[config.mk]
export PLATFORM = sky130hd
export DESIGN_NAME = mtm_alu_tx
export DESIGN_NICKNAME = d
export VERILOG_FILES = /design/src/rtl/mtm_alu_pkg.sv /design/src/rtl/mtm_alu_crc3.sv /design/src/rtl/mtm_alu_tx.sv
export SDC_FILE = /design/constraint.sdc
export NUM_CORES = 1
export LEC_CHECK = 0
export ABC_CLOCK_PERIOD_IN_PS = 2900
export CAP_MARGIN = 5
export CORE_MARGIN = 3
export CORE_UTILIZATION = 32
export DETAILED_ROUTE_END_ITERATION = 8
export DONT_BUFFER_PORTS = 1
export GPL_ROUTABILITY_DRIVEN = 0
export PLACE_DENSITY = 0.43
export SLEW_MARGIN = 30
export SYNTH_ARGS = -nofsm -noshare
export SYNTH_HDL_FRONTEND = slang
export SYNTH_SLANG_ARGS = --single-unit
[constraint.sdc]
create_clock -name clk -period 2.9 [get_ports clk]
set_clock_uncertainty 0.1 [all_clocks]
set_input_delay 0.58 -clock clk [delete_from_list [all_inputs] [get_ports clk]]
set_output_delay 0.58 -clock clk [all_outputs]
set_load 0.005 [all_outputs]
[src/rtl/mtm_alu_pkg.sv]
// mtm_alu_pkg: shared types and constants for the MTM ALU serial transmitter.
package mtm_alu_pkg;

    typedef enum logic {DATA = 1'b0, CTL = 1'b1} byte_type_e;

    typedef enum logic [2:0] {IDLE, START, TYPE, PAYLOAD, STOP} state_e;

    localparam int BYTE_BITS    = 11;
    localparam int RESULT_BYTES = 5;

    localparam logic CTL_RESULT = 1'b0;
    localparam logic CTL_ERROR  = 1'b1;

endpackage

[src/rtl/mtm_alu_crc3.sv]
// mtm_alu_crc3: remainder of {C, 0, flags, 000} modulo x^3+x+1, MSB first, init 0.
module mtm_alu_crc3 (
    input  logic [31:0] C,
    input  logic [3:0]  flags,
    output logic [2:0]  crc
);

    logic [39:0] msg;

    assign msg = {C, 1'b0, flags, 3'b000};

    // Long-division form: shift in a bit, fold back x^3 = x + 1 on overflow.
    always_comb begin
        crc = 3'b000;
        for (int i = 39; i >= 0; i--)
            crc = {crc[1:0], msg[i]} ^ (crc[2] ? 3'b011 : 3'b000);
    end

endmodule

[src/rtl/mtm_alu_tx.sv]
// mtm_alu_tx: serialises ALU result/error words into 11-bit line bytes on sout.
// Define MTM_ALU_TX_CRC_EN to compute crc3; otherwise the field is sent as zero.
module mtm_alu_tx
    import mtm_alu_pkg::*;
(
    input  logic        clk,
    input  logic        rst,
    input  logic        valid,
    output logic        ready,
    input  logic        err,
    input  logic [31:0] C,
    input  logic [3:0]  flags,
    input  logic [5:0]  err_flags,
    output logic        sout
);

    state_e      state;
    logic [2:0]  bit_cnt;
    logic [2:0]  byte_cnt;
    logic [31:0] c_q;
    logic [3:0]  flags_q;
    logic [5:0]  ef_q;
    logic        err_q;
    logic [2:0]  crc;
    logic [7:0]  data_byte;
    logic [7:0]  payload;
    logic        last_byte;
    byte_type_e  btype;

`ifdef MTM_ALU_TX_CRC_EN
    mtm_alu_crc3 u_crc (
        .C     (c_q),
        .flags (flags_q),
        .crc   (crc)
    );
`else
    assign crc = 3'b000;
`endif

    always_comb begin
        data_byte = byte_cnt == 3'd0 ? c_q[31:24] :
                    byte_cnt == 3'd1 ? c_q[23:16] :
                    byte_cnt == 3'd2 ? c_q[15:8]  : c_q[7:0];
        payload   = err_q ? {CTL_ERROR, ef_q, ^{CTL_ERROR, ef_q}} :
                    byte_cnt == 3'(RESULT_BYTES - 1) ? {CTL_RESULT, flags_q, crc} : data_byte;
        btype     = (err_q || byte_cnt == 3'(RESULT_BYTES - 1)) ? CTL : DATA;
        last_byte = err_q || byte_cnt == 3'(RESULT_BYTES - 1);
    end

    // State names the bit currently on sout; sout is loaded with the next state's bit.
    always_ff @(posedge clk or posedge rst) begin
        if (rst) begin
            state    <= IDLE;
            sout     <= 1'b1;
            ready    <= 1'b0;
            bit_cnt  <= '0;
            byte_cnt <= '0;
            c_q      <= '0;
            flags_q  <= '0;
            ef_q     <= '0;
            err_q    <= 1'b0;
        end else begin
            case (state)
                IDLE: begin
                    sout <= 1'b1;
                    if (valid && ready) begin
                        c_q      <= C;
                        flags_q  <= flags;
                        ef_q     <= err_flags;
                        err_q    <= err;
                        byte_cnt <= '0;
                        ready    <= 1'b0;
                        sout     <= 1'b0;
                        state    <= START;
                    end else begin
                        ready <= 1'b1;
                    end
                end
                START: begin
                    sout  <= btype;
                    state <= TYPE;
                end
                TYPE: begin
                    sout    <= payload[7];
                    bit_cnt <= 3'd7;
                    state   <= PAYLOAD;
                end
                PAYLOAD: begin
                    if (bit_cnt == 3'd0) begin
                        sout  <= 1'b1;
                        state <= STOP;
                    end else begin
                        sout    <= payload[bit_cnt - 3'd1];
                        bit_cnt <= bit_cnt - 3'd1;
                    end
                end
                STOP: begin
                    if (last_byte) begin
                        sout  <= 1'b1;
                        ready <= 1'b1;
                        state <= IDLE;
                    end else begin
                        sout     <= 1'b0;
                        byte_cnt <= byte_cnt + 3'd1;
                        state    <= START;
                    end
                end
                default: begin
                    sout  <= 1'b1;
                    state <= IDLE;
                end
            endcase
        end
    end

endmodule

==> flow_summary.json, run 1 <==
{
  "synth-simple-area-share": 0.1161,
  "crit_path_end_kind": "register",
  "drv_slew": 0,
  "netlist_area_sq_mm": 0.002845,
  "ys_seq_elements": 54,
  "cts_resized": 0,
  "routedWlPerCell_microns": 18.36,
  "synth.area.mux_share": 0.1799,
  "synth.net_count": 304,
  "die_w_microns": 100.3,
  "design.core.area_sq_mm": 0.008423,
  "period_minus_slack_ns": 2.327,
  "path_clk_slew_ns": 0.11,
  "synthToLayoutAreaGrowth_pct": 5.717,
  "grt-ovfl-total": 0,
  "diodes": 0,
  "clock.fmax_mhz": 429.8,
  "wl_microns": 6499,
  "synth_compound_area_frac": 0.1271,
  "synth_cell_type_count": 53,
  "status": "completed",
  "power.total_uw": 3284,
  "setup_viol": 0,
  "hold_viol_final": 0,
  "synth-edff-count": 0,
  "start_util": 0.3378,
  "clock-sinks": 54,
  "grt.total_usage": 0.1345,
  "nets": 300,
  "drive_above_1_share": 0.2410,
  "tritoncts": "yes",
  "maxCapViolCount": 0,
  "met1_usage": 0.1936,
  "antenna_found_initial": 0,
  "port-buffer-count": 0,
  "required_ns": 3.04,
  "drc": 0,
  "first_global_vias": 1923,
  "start_kind": "register",
  "crit_path_max_fanout": 16,
  "first_pass_iters": 4,
  "synth-main-ff-cell": "dfrtp_1",
  "top_usage_layer": "met2",
  "num_rows": 33,
  "use_met2": 0.2008,
  "rsz0062_at_grt": "no",
  "numCtsBuffers": 5,
  "hold_class": "in -> async",
  "setup_tns_ns": 0,
  "power.leakage_uw": 0.001255,
  "dp_hpwl_microns": 4827,
  "yosys_warnings": 0,
  "p_per_area_mw_per_mm2": 1092,
  "fillers": 869,
  "drt_iter0_drc": 72,
  "clk_path_buf_depth": 2,
  "htreeDepth": 2,
  "worst_pin_slew_ns": 0.8067,
  "fin_crit_sh": 0.8024,
  "slew_headroom": 0.4622,
  "synth.yosys.seq_area_share": 0.4754,
  "syn_avg_cell_area_sq_um": 11.29,
  "postCtsHoldBufs": 0,
  "cts_root_buffer": "clkbuf_8",
  "chipHeight_microns": 100.3,
  "route.vias.total": 1870,
  "ant_nets": 0,
  "layout_common_cells": "53 x dfrtp_1, 41 x mux2_2, 16 x nand2_1",
  "arrival_ns": 2.47,
  "final_common_cell": "dfrtp_1",
  "clock_latency_ns": 0.31,
  "path_class": "reg -> reg",
  "ir_drop_uv": 404.6,
  "cts_setup_buffers": 0,
  "synth-xor-area-share": 0.02463,
  "ios": 48,
  "dieArea_sq_mm": 0.01006,
  "grt_max_degree": 32,
  "synthArstFlopShare": 1.000,
  "synthCells": 252,
  "routed_via_density": 5.282,
  "grt_pass1_wl_microns": 10650,
  "grt_util_met3": 0.03822,
  "synth_top_family_by_area": "multiplexers",
  "synthAdderAreaFrac": 0.02639
}
-- critical path, stage by stage (launching register included) --
cell	delay [ns]
dfrtp_1	0.42
inv_1	0.09
ha_1	0.49
and2b_1	0.28
a211oi_1	0.30
a221oi_1	0.15
o21ai_0	0.19
o221ai_1	0.15
nand4_1	0.11
-- state kept, by name, summed over array words and instances (netlist names) --
register / flops
bit_cnt: 3
byte_cnt: 3
c_q: 32
ef_q: 6
err_q: 1
flags_q: 4
ready: 1
sout: 1
state: 3
-- worst paths after layout --
kind | from | end | slack [ns] | depth (start not counted)
worst max-delay path | byte_cnt[1]$_DFFE_PP0P_ | sout$_DFF_PP1_ | 0.57 | 8
worst min-delay path | rst | ef_q[3]$_DFFE_PP0P_ | 0.10 | 1
worst max register to register | byte_cnt[1]$_DFFE_PP0P_ | sout$_DFF_PP1_ | 0.57 | 8
worst min register to register | c_q[18]$_DFFE_PP0P_ | c_q[18]$_DFFE_PP0P_ | 0.42 | 1
max in group asynchronous | rst | c_q[10]$_DFFE_PP0P_ | 2.03 | 2
min in group clk | C[0] | c_q[0]$_DFFE_PP0P_ | 0.30 | 2
-- stage by stage --
stage | worst slack [ns] | hold slack (ns) | utilization | cells | area [sq um]
6_report | 0.5731 | 0.1005 | 0.3571 | 354 | 3008
5_1_grt | 0.3292 | 0.1199 | 0.3571 | 354 | 3008
4_1_cts | 0.5656 | 0.1168 | 0.3571 | 354 | 3008
3_5_place_dp | 0.5934 | 0.3989 | 0.3454 | 346 | 2909
3_3_place_gp | 0.5862 | 0.3850 | 0.3454 | 346 | 2909
2_1_floorplan | 0.9071 | 0.3714 | - | 252 | 2845
-- where the power goes --
group	total, uW	internal, uW	switching, uW
registers	1510	1130	386
logic	1310	682	630
clock network	458	197	261
-- area by class of cell --
cell class,instances,area (sq um),share of cell area
inverters,9,33.78,0.01123
clock buffers,6,82.58,0.02745
well taps,105,131.4,0.04368
repair buffers,3,35.03,0.01165
flip-flops and latches,54,1353,0.4497
multi-input cells,175,1356,0.4509
clock inverters,2,16.27,0.005408
-- logic make-up after synthesis --
kind of cell | after synthesis
AO/OA/AOI/OAI | 52
XOR/XNOR | 8
adder cells (fa/ha/maj) | 6
buffers and inverters | 23
flip-flops | 54
multiplexers | 46
AND/OR/NAND/NOR | 63
-- metal layers --
layer  up-vias  routed length, microns
met2        54                    2962
met3         6                     296
met1       914                    3160
met5         -                       0
met4         0                      80
li1        896                       -
-- synth_stat cells (all sizes together) (4+ instances only) --
master,number,area share
dfrtp,53,0.47
nand2,16,0.021
a21oi,13,0.023
o21ai,12,0.021
mux2i,5,0.018
nor2b,5,0.011
buf,13,0.037
ha,6,0.026
inv,9,0.012
nand4,5,0.011
xnor2,6,0.018
a221oi,4,0.017
mux2,41,0.16
nor2,17,0.023
Power figures use the tool's default switching activity.
==> inputs of run 2 (changes only) <==
- ABC_CLOCK_PERIOD_IN_PS: 2900 -> 2150
- clock period: 2.9 -> 2.15 ns (I/O delays scaled with it)
==> run 2 against run 1 <==
  * Via count increased by 3.8%
  * Sequential share of layout area decreased by 1.9 points
  * Setup slack worse by 0.47 ns
  * Die area unchanged
  * First-iteration DRC count rose by 15%
  * Core utilization is 1.6 points higher
  * Hold slack improved by 0.044 ns
  * Final cell count grew 4.0%
  * Sequential power up 28%
  * Largest power group is now combinational logic
  * Register-to-register slack got worse by 0.47 ns
  * Wire length down 1.4%
  * Clock power up 24%
==> flow_summary.json, run 2 (same netlist as run 1, synthesis figures left out) <==
{
  "power.leakage_uw": 0.001318,
  "first_pass_iters": 4,
  "antenna_found_initial": 0,
  "critPathBufInv": 1,
  "setup_ws_ns": 0.1061,
  "path_cells": "inv_2, ha_4, and2b_1, a211oi_1, a221oi_1, o21ai_0, o221ai_1, nand4_1",
  "dp_hpwl_microns": 4873,
  "hold_ws_ns": 0.1449,
  "fin_crit_sh": 0.9506,
  "layout_common_cells": "52 x dfrtp_1, 41 x mux2_2, 16 x nand2_1",
  "routed_via_density": 5.274,
  "final_util": 0.3734,
  "p_per_area_mw_per_mm2": 1458,
  "grt_max_degree": 48,
  "synthToLayoutAreaGrowth_pct": 10.55,
  "wl_microns": 6409,
  "cts_root_buffer": "clkbuf_8",
  "dp_slack_ns": 0.05792,
  "path_delay_family": "compound AO/OA/AOI/OAI gates",
  "clock_latency_ns": 0.30,
  "chipHeight_microns": 100.3,
  "status": "completed",
  "largest_register_ffs": 32,
  "path_class": "reg -> reg",
  "tritoncts": "yes",
  "port-buffer-count": 0,
  "period_minus_slack_ns": 2.044,
  "crit_path_max_fanout": 7,
  "worst_pin_slew_ns": 0.3561,
  "nets": 314,
  "drv_slew": 0,
  "hold_viol_final": 0,
  "routedWlPerCell_microns": 17.42,
  "dpl-instance-area_sq_mm": 0.003007,
  "grt.total_usage": 0.1319,
  "diodes": 0,
  "final_common_cell": "dfrtp_1",
  "slew_headroom": 0.7565,
  "ant_nets": 0,
  "start_util": 0.3378,
  "required_ns": 2.27,
  "dieArea_sq_mm": 0.01006,
  "grt-ovfl-total": 0,
  "first_global_vias": 1986,
  "grt_pass1_wl_microns": 10520,
  "drive_above_1_share": 0.2966,
  "clock.fmax_mhz": 489.3,
  "ir_drop_uv": 509.3,
  "cpMaxStageDelayCell": "dfrtp_1",
  "clock-sinks": 54,
  "drt_iter0_drc": 83,
  "arrival_ns": 2.17,
  "dp_cells": 359,
  "maxCapViolCount": 0,
  "start_kind": "register",
  "hold_class": "in -> reg",
  "die_w_microns": 100.3,
  "fin_area_sq_mm": 0.003146,
  "num_rows": 33,
  "htreeDepth": 2,
  "path_clk_slew_ns": 0.10,
  "layout.cells.non_filler": 368,
  "route.vias.total": 1941,
  "ios": 48,
  "worst_path_largest_cell_delay_ns": 0.46,
  "numCtsBuffers": 5,
  "design.core.area_sq_mm": 0.008423,
  "setup_viol": 0,
  "top_regs": "c_q x32, ef_q x6, flags_q x4",
  "clk_path_buf_depth": 2,
  "top_register": "c_q",
  "drc": 0,
  "crit_path_end_kind": "register"
}
## run 2: changes by cell type in the layout (fill, tap and decap cells not counted), sizes merged
cell	delta
inv	-1
dlygate4sd3	+1
buf	+13
clkinv	+2
clkinvlp	-1
## run 2: final timing paths
path                       cells after the start               startpoint                      to  slack [ns]
max                                            8  byte_cnt[0]$_DFFE_PP0P_          sout$_DFF_PP1_        0.11
min                                            2                     C[0]      c_q[0]$_DFFE_PP0P_        0.14
max reg2reg                                    8  byte_cnt[0]$_DFFE_PP0P_          sout$_DFF_PP1_        0.11
min reg2reg                                    1   flags_q[0]$_DFFE_PP0P_  flags_q[0]$_DFFE_PP0P_        0.42
max in group asynchronous                      3                      rst     c_q[31]$_DFFE_PP0P_        1.12
min in group asynchronous                      3                      rst  flags_q[2]$_DFFE_PP0P_        0.52
## run 2: layer usage
layer | global-route usage | vias to the layer above | part of all wire
li1 | - | 930 | -
met1 | 0.1928 | 958 | 0.49
met2 | 0.1967 | 49 | 0.45
met3 | 0.03614 | 4 | 0.055
met4 | 0.02487 | 0 | 0.0059
met5 | 0 | - | 0
## run 2: through the flow
step	power (uW)	TNS (ns)
6_report	4587	0
3_5_place_dp	4014	0
4_1_cts	4606	0
2_1_floorplan	3437	0
3_3_place_gp	4005	0
5_1_grt	4995	-0.01427
## run 2: timing repair
action,in CTS,in global routing
endpoints found under the setup margin,0,1
resized for setup,0,9
buffers inserted,0,0
hold buffers,1,0
hold endpoints to repair,45,0
## run 2: area by class of cell
| cell class | instances | area [sq um] |
|---|---|---|
| fill | 864 | 5278 |
| multi-input combinational | 175 | 1398 |
| sequential | 54 | 1354 |
| timing repair buffer | 17 | 142.6 |
| tap | 105 | 131.4 |
| clock buffer | 6 | 72.57 |
| inverter | 9 | 33.78 |
| clock inverter | 2 | 13.76 |
## run 2: power by group
part,switching (uW),total [uW],internal [uW]
registers,419,1940,1530
clock network,337,569,231
logic,997,2070,1080
## run 2: worst reg2reg max path, cell delays in order, from the launching register on
cell and delay [ns]:
dfrtp_1 0.46, inv_2 0.14, ha_4 0.20, and2b_1 0.18, a211oi_1 0.09, a221oi_1 0.32, o21ai_0 0.14, o221ai_1 0.22
nand4_1 0.10
